<file path="src/rtl/keypad_scan_ctrl.sv">
// 4x4 keypad scanner: rotates one-hot row strobes, locks onto a single key,
// debounces press and release, and emits one registered event per press.
module keypad_scan_ctrl #(
  parameter int SCAN_CYCLES     = 65536,
  parameter int DEBOUNCE_CYCLES = 480000
) (
  input  logic       clk,
  input  logic       reset,
  input  logic [3:0] col,
  output logic [3:0] row,
  output logic       key_valid,
  output logic [3:0] key_code,
  output logic       key_held,
  output logic [3:0] digit_new,
  output logic [3:0] digit_old
);

  localparam int SW = (SCAN_CYCLES > 1) ? $clog2(SCAN_CYCLES) : 1;
  localparam int DW = $clog2(DEBOUNCE_CYCLES + 1);
  localparam logic [SW-1:0] SCAN_LAST = SW'(SCAN_CYCLES - 1);
  localparam logic [DW-1:0] DB_LAST   = DW'(DEBOUNCE_CYCLES);
  localparam logic [DW-1:0] REL_LAST  = DW'(DEBOUNCE_CYCLES - 1);

  typedef enum logic [1:0] {SCAN, DEBOUNCE, HELD, RELEASE} state_t;

  state_t          state, state_n;
  logic [3:0]      col_m, col_s;
  logic [1:0]      row_idx, row_idx_n;
  logic [3:0]      col_lat, col_lat_n;
  logic [SW-1:0]   scan_cnt, scan_cnt_n;
  logic [DW-1:0]   db_cnt, db_cnt_n;
  logic [3:0]      row_n, key_code_n, digit_new_n, digit_old_n;
  logic            key_valid_n, key_held_n;
  logic            single_col, lat_hit;
  logic [3:0]      mapped;

  function automatic logic [3:0] map_code(input logic [1:0] r, input logic [3:0] c);
    logic [1:0] ci;
    ci = c[3] ? 2'd3 : c[2] ? 2'd2 : c[1] ? 2'd1 : 2'd0;
    // Codes run 1..F then wrap to 0 on the last key, so a 4-bit add suffices.
    return 4'({r, ci}) + 4'd1;
  endfunction

  assign single_col = (col_s != 4'd0) && ((col_s & (col_s - 4'd1)) == 4'd0);
  assign lat_hit    = (col_s & col_lat) != 4'd0;
  assign mapped     = map_code(row_idx, col_lat);

  always_comb begin
    state_n     = state;
    row_idx_n   = row_idx;
    col_lat_n   = col_lat;
    scan_cnt_n  = scan_cnt;
    db_cnt_n    = db_cnt;
    key_valid_n = 1'b0;
    key_code_n  = key_code;
    digit_new_n = digit_new;
    digit_old_n = digit_old;
    case (state)
      SCAN: begin
        if (scan_cnt == SCAN_LAST) begin
          scan_cnt_n = '0;
          if (single_col) begin
            col_lat_n = col_s;
            db_cnt_n  = '0;
            state_n   = DEBOUNCE;
          end else begin
            row_idx_n = row_idx + 2'd1;
          end
        end else begin
          scan_cnt_n = scan_cnt + 1'b1;
        end
      end
      DEBOUNCE: begin
        if (col_s != col_lat) begin
          state_n    = SCAN;
          row_idx_n  = row_idx + 2'd1;
          scan_cnt_n = '0;
          db_cnt_n   = '0;
        end else if (db_cnt == DB_LAST) begin
          key_valid_n = 1'b1;
          key_code_n  = mapped;
          digit_old_n = digit_new;
          digit_new_n = mapped;
          db_cnt_n    = '0;
          state_n     = HELD;
        end else begin
          db_cnt_n = db_cnt + 1'b1;
        end
      end
      HELD: begin
        if (!lat_hit) begin
          db_cnt_n = '0;
          state_n  = RELEASE;
        end
      end
      RELEASE: begin
        if (lat_hit) begin
          db_cnt_n = '0;
          state_n  = HELD;
        end else if (db_cnt == REL_LAST) begin
          state_n    = SCAN;
          row_idx_n  = row_idx + 2'd1;
          scan_cnt_n = '0;
          db_cnt_n   = '0;
        end else begin
          db_cnt_n = db_cnt + 1'b1;
        end
      end
      default: state_n = SCAN;
    endcase
    key_held_n = (state_n == HELD) || (state_n == RELEASE);
    row_n      = 4'b0001 << row_idx_n;
  end

  always_ff @(posedge clk or negedge reset) begin
    if (!reset) begin
      col_m     <= '0;
      col_s     <= '0;
      state     <= SCAN;
      row_idx   <= '0;
      row       <= 4'b0001;
      col_lat   <= '0;
      scan_cnt  <= '0;
      db_cnt    <= '0;
      key_valid <= 1'b0;
      key_code  <= '0;
      key_held  <= 1'b0;
      digit_new <= '0;
      digit_old <= '0;
    end else begin
      col_m     <= col;
      col_s     <= col_m;
      state     <= state_n;
      row_idx   <= row_idx_n;
      row       <= row_n;
      col_lat   <= col_lat_n;
      scan_cnt  <= scan_cnt_n;
      db_cnt    <= db_cnt_n;
      key_valid <= key_valid_n;
      key_code  <= key_code_n;
      key_held  <= key_held_n;
      digit_new <= digit_new_n;
      digit_old <= digit_old_n;
    end
  end

endmodule

</file>
<file path="config.mk">
export PLATFORM = sky130hd
export DESIGN_NAME = keypad_scan_ctrl
export DESIGN_NICKNAME = d
export VERILOG_FILES = /design/src/rtl/keypad_scan_ctrl.sv
export SDC_FILE = /design/constraint.sdc
export NUM_CORES = 1
export LEC_CHECK = 0
export ABC_AREA = 1
export BUFFER_PORTS_ARGS = -buffer_cell sky130_fd_sc_hd__buf_2
export CORE_MARGIN = 1.5
export CORE_UTILIZATION = 45
export DETAILED_ROUTE_END_ITERATION = 7
export GPL_TIMING_DRIVEN = 0
export PLACE_DENSITY = 0.64
export SLEW_MARGIN = 20
export SYNTH_ARGS = -nofsm -noshare
export SYNTH_HDL_FRONTEND = slang
export SYNTH_SLANG_ARGS = --single-unit
</file>
<file path="constraint.sdc">
create_clock -name clk -period 2.7 [get_ports clk]
set_input_delay 0.54 -clock clk [delete_from_list [all_inputs] [get_ports clk]]
set_output_delay 0.54 -clock clk [all_outputs]
set_load 0.05 [all_outputs]
</file>
==> impl_results.md <==
* Status: complete, no violations
* Synth top area share at 0.418
* First-pass GRT wire length at about 15000 um
* Post-synthesis register bit count at 65
* Final Skew at roughly 0.0092 ns
* Data required, critical path at around 2.9 ns
* CTS tree: built
* # fillers at 797
* Post-CTS Hold Buffers at 0
* Met3 Track Usage GR at 0.0415
* Worst skew pair latency at between 0.3 and 0.4 ns
* Clock power frac at 0.451
* Sw Pwr at 0.422 mW
* Syn avg cell area at 7.84 um^2
* Hold crit path type: in -> async
* Initial Util at 0.467
* R2R Path End: scan_cnt[4]
* P_int at around 1.4 mW
* Root buffer cell: clkbuf_8
* Pleak at between 2 and 2.5 nW
* Syn Nets at a little over 500
* Critical path launch point type: flip-flop
* Final GP Congestion at approximately 0.88
* Final Instance Area at about 4300 um^2
* Yosys top cell by area: dfrtp_1
* Setup bufs post-CTS at 0
* Final setup fails at 0
* Crit. End Element: flip-flop
* Vias in the first global route at 3122
* Post-synth ARST share at 1.00
* Final Hold Fails at 0
* Area contributors post-synth: dfrtp_1, nand2_1, inv_1
* Starting DRT DRC Count at around 150
* Crit-path slowest cell: dfrtp_1
* Main synth FF type: dfrtp_1
* Post-synth EDFFs at 0
* Period Utilization, post-route at 0.761
* Most common cell type on the critical path: a21oi_1
* Total die area at between 9000 and 10000 um^2
* CTS Sinks at 65
* Area Overhead vs Synth at 12.0%
* Sequential fraction of design power at 0.529
* Post-DR wirelength/cell at approximately 14 um
* RSZ-0062 raised after global routing: no
* Max H-tree Level at 3
* FF-to-FF Start: db_cnt[0]
* Core Area at around 8200 um^2
* GR met2 Demand/Resource at 0.338
* Max incr delay on CP at 0.46 ns
* IO Pins at 24
* Post-placement cell area at 4100 um^2
* R2R setup slack at roughly 0.65 ns
* Clk pin slew, worst setup/hold paths at around 0.070 ns
* Post-synth top cells: nand2_1, inv_1, dfrtp_1
* Vias/cell at 5.20
* Switch share at 0.227
* Max rail drop VDD at between 0.2 and 0.25 mV
* Slew @ Worst Pin at 0.537 ns
* CTS Buffer Depth at 2
* Max Slew Vio Count at 0
* Reg2Reg Depth at 9
* Setup TNS at 0 ns
* Nets at about 540
* Worst Setup EP: scan_cnt[4]
* Worst Path Class, Setup: reg -> reg
* Ratio of cells with drive above 1 in the final layout at 0.146
* Slew Limit Headroom at 0.641
* Rows at 33
* Cell Chain, Critical Path: ha_1, nand3_2, nor2_8, nand3_4, o21bai_4, nand2_2, buf_4, a21oi_1, a21oi_1
* Crit Path Max Fanout at 10
* GRT Overall Usage at 0.214
* Synthesized cell area at about 3800 um^2
* Cell variety after synth at 40
* Crit. Startpoint: db_cnt[0]
* Grt ovf at 0
* Die Span X at 95.3 um
* Die height at roughly 95 um
* PwrDens at between 400 and 500 nW/um^2
* Sequential cell area fraction in the yosys report at 0.424
* Buffers on Ports at 23
* N_diodes at 0
* Reg area at 1630 um^2
* Gate power share at 0.020
* Most frequent cell after synthesis: nand2_1
* Global Route met1 Usage at 0.287
* Post-DP HPWL at between 6000 and 7000 um
* Upper clock frequency limit at 487 MHz
* Cells after Synth at between 400 and 500
* Max_cap viols at 0
* Total CTS buffers at 9
* WL final at 8860 um
* Post-CTS Resized at 0
* Initial antenna violation count at 0
* Crit path DAT at between 2 and 2.5 ns
* # DRC at 0
* Drt pass-1 iters at 4
* Min Tclk post-route at 2.05 ns
* Yosys Warn Count at 0
* Multi-input logic area at roughly 1800 um^2
* GR peak layer: met2
* Antenna Nets Post-Route at 0
* Largest net degree at the start of global routing at 39
* Routed vias at roughly 3300
cell families after synthesis:
group,Yosys count,share of synthesized area
DFF,65,0.424
muxes,1,0.00261
AOI/OAI and AO/OA,55,0.0900
adders and majority gates,8,0.0261
xor gates and xnor gates,13,0.0297
and+or+nand+nor,261,0.332
buffers and inverters,86,0.0946
metal layers:
metal / wire (um) / up-vias
met1: 4210 / 1558
met3: 329 / 15
met5: 0 / -
met2: 4180 / 56
met4: 131 / 0
li1: - / 1667
flip-flops by register name, indices dropped and copies added (netlist names):
signal     flops
col_m          4
key_held       1
scan_cnt      16
digit_old      4
col_s          4
state          2
row_idx        2
key_valid      1
row            4
db_cnt        19
digit_new      4
col_lat        4
through the flow:
step	worst slack [ns]	total power, mW	std cells	util	hold WS, ns
6_report	0.645	1.86	634	0.523	0.0992
5_1_grt	0.496	1.93	634	0.523	0.118
4_1_cts	0.653	1.88	634	0.523	0.105
3_5_place_dp	0.662	1.04	618	0.499	0.336
3_3_place_gp	0.690	1.04	617	0.497	0.333
2_1_floorplan	1.00	1.01	489	-	0.244
how the worst min path moves through the flow:
| stage | from | to | slack [ns] | cells after the start |
|---|---|---|---|---|
| 3_5_place_dp | col_m[0] | col_s[0] | 0.34 | 0 |
| 6_report | reset | scan_cnt[11] | 0.1 | 1 |
| 2_1_floorplan | reset | col_lat[0] | 0.24 | 0 |
| 4_1_cts | reset | scan_cnt[11] | 0.11 | 1 |
| 5_1_grt | reset | scan_cnt[11] | 0.12 | 1 |
| 3_3_place_gp | col_m[0] | col_s[0] | 0.33 | 0 |
worst max-delay path: cells and delay by family, from the launching register on:
| kind | cells | cell delay, ns |
|---|---|---|
| buffers and inverters | 1 | 0.19 |
| adder cells (fa/ha/maj) | 1 | 0.24 |
| AO/OA/AOI/OAI | 3 | 0.41 |
| AND/OR/NAND/NOR | 4 | 0.66 |
| flip-flops | 1 | 0.46 |
layout by cell type (no fill, tap or decap), types with 2 or more instances in the layout:
master / instances
buf_2: 23
inv_1: 66
buf_6: 2
nor2_8: 4
nand2_4: 3
o21ai_0: 13
o21ai_1: 9
clkbuf_1: 7
nor2_1: 46
nand2_1: 115
xnor2_1: 3
inv_2: 6
nand2_2: 5
o211ai_1: 6
nand4_1: 32
clkinv_2: 3
clkbuf_8: 10
xor2_1: 10
ha_1: 8
nor4_1: 2
nor3_1: 8
a21oi_1: 17
nand3b_1: 4
buf_4: 6
nor2_2: 2
nand3_1: 35
o21bai_1: 4
dfrtp_1: 64
power by group through the flow:
stage / Combinational, mW / Sequential (mW) / Clock [mW]
final: 0.0381 / 0.982 / 0.838
after global routing: 0.0450 / 0.983 / 0.904
after CTS: 0.0401 / 0.982 / 0.861
after detailed placement: 0.0399 / 1.00 / 0
after global placement: 0.0354 / 1.00 / 0
after floorplan: 0.0101 / 1.00 / 0
layout make-up:
type / count / share of cell area
plain buffers: 13 / 0.0195
clock buffers: 12 / 0.0338
clock inverters: 4 / 0.0105
inverters: 73 / 0.0650
multi-input cells: 338 / 0.429
flip-flops and latches: 65 / 0.379
well taps: 105 / 0.0306
repair buffers: 24 / 0.0321
Power figures use the tool's default switching activity.
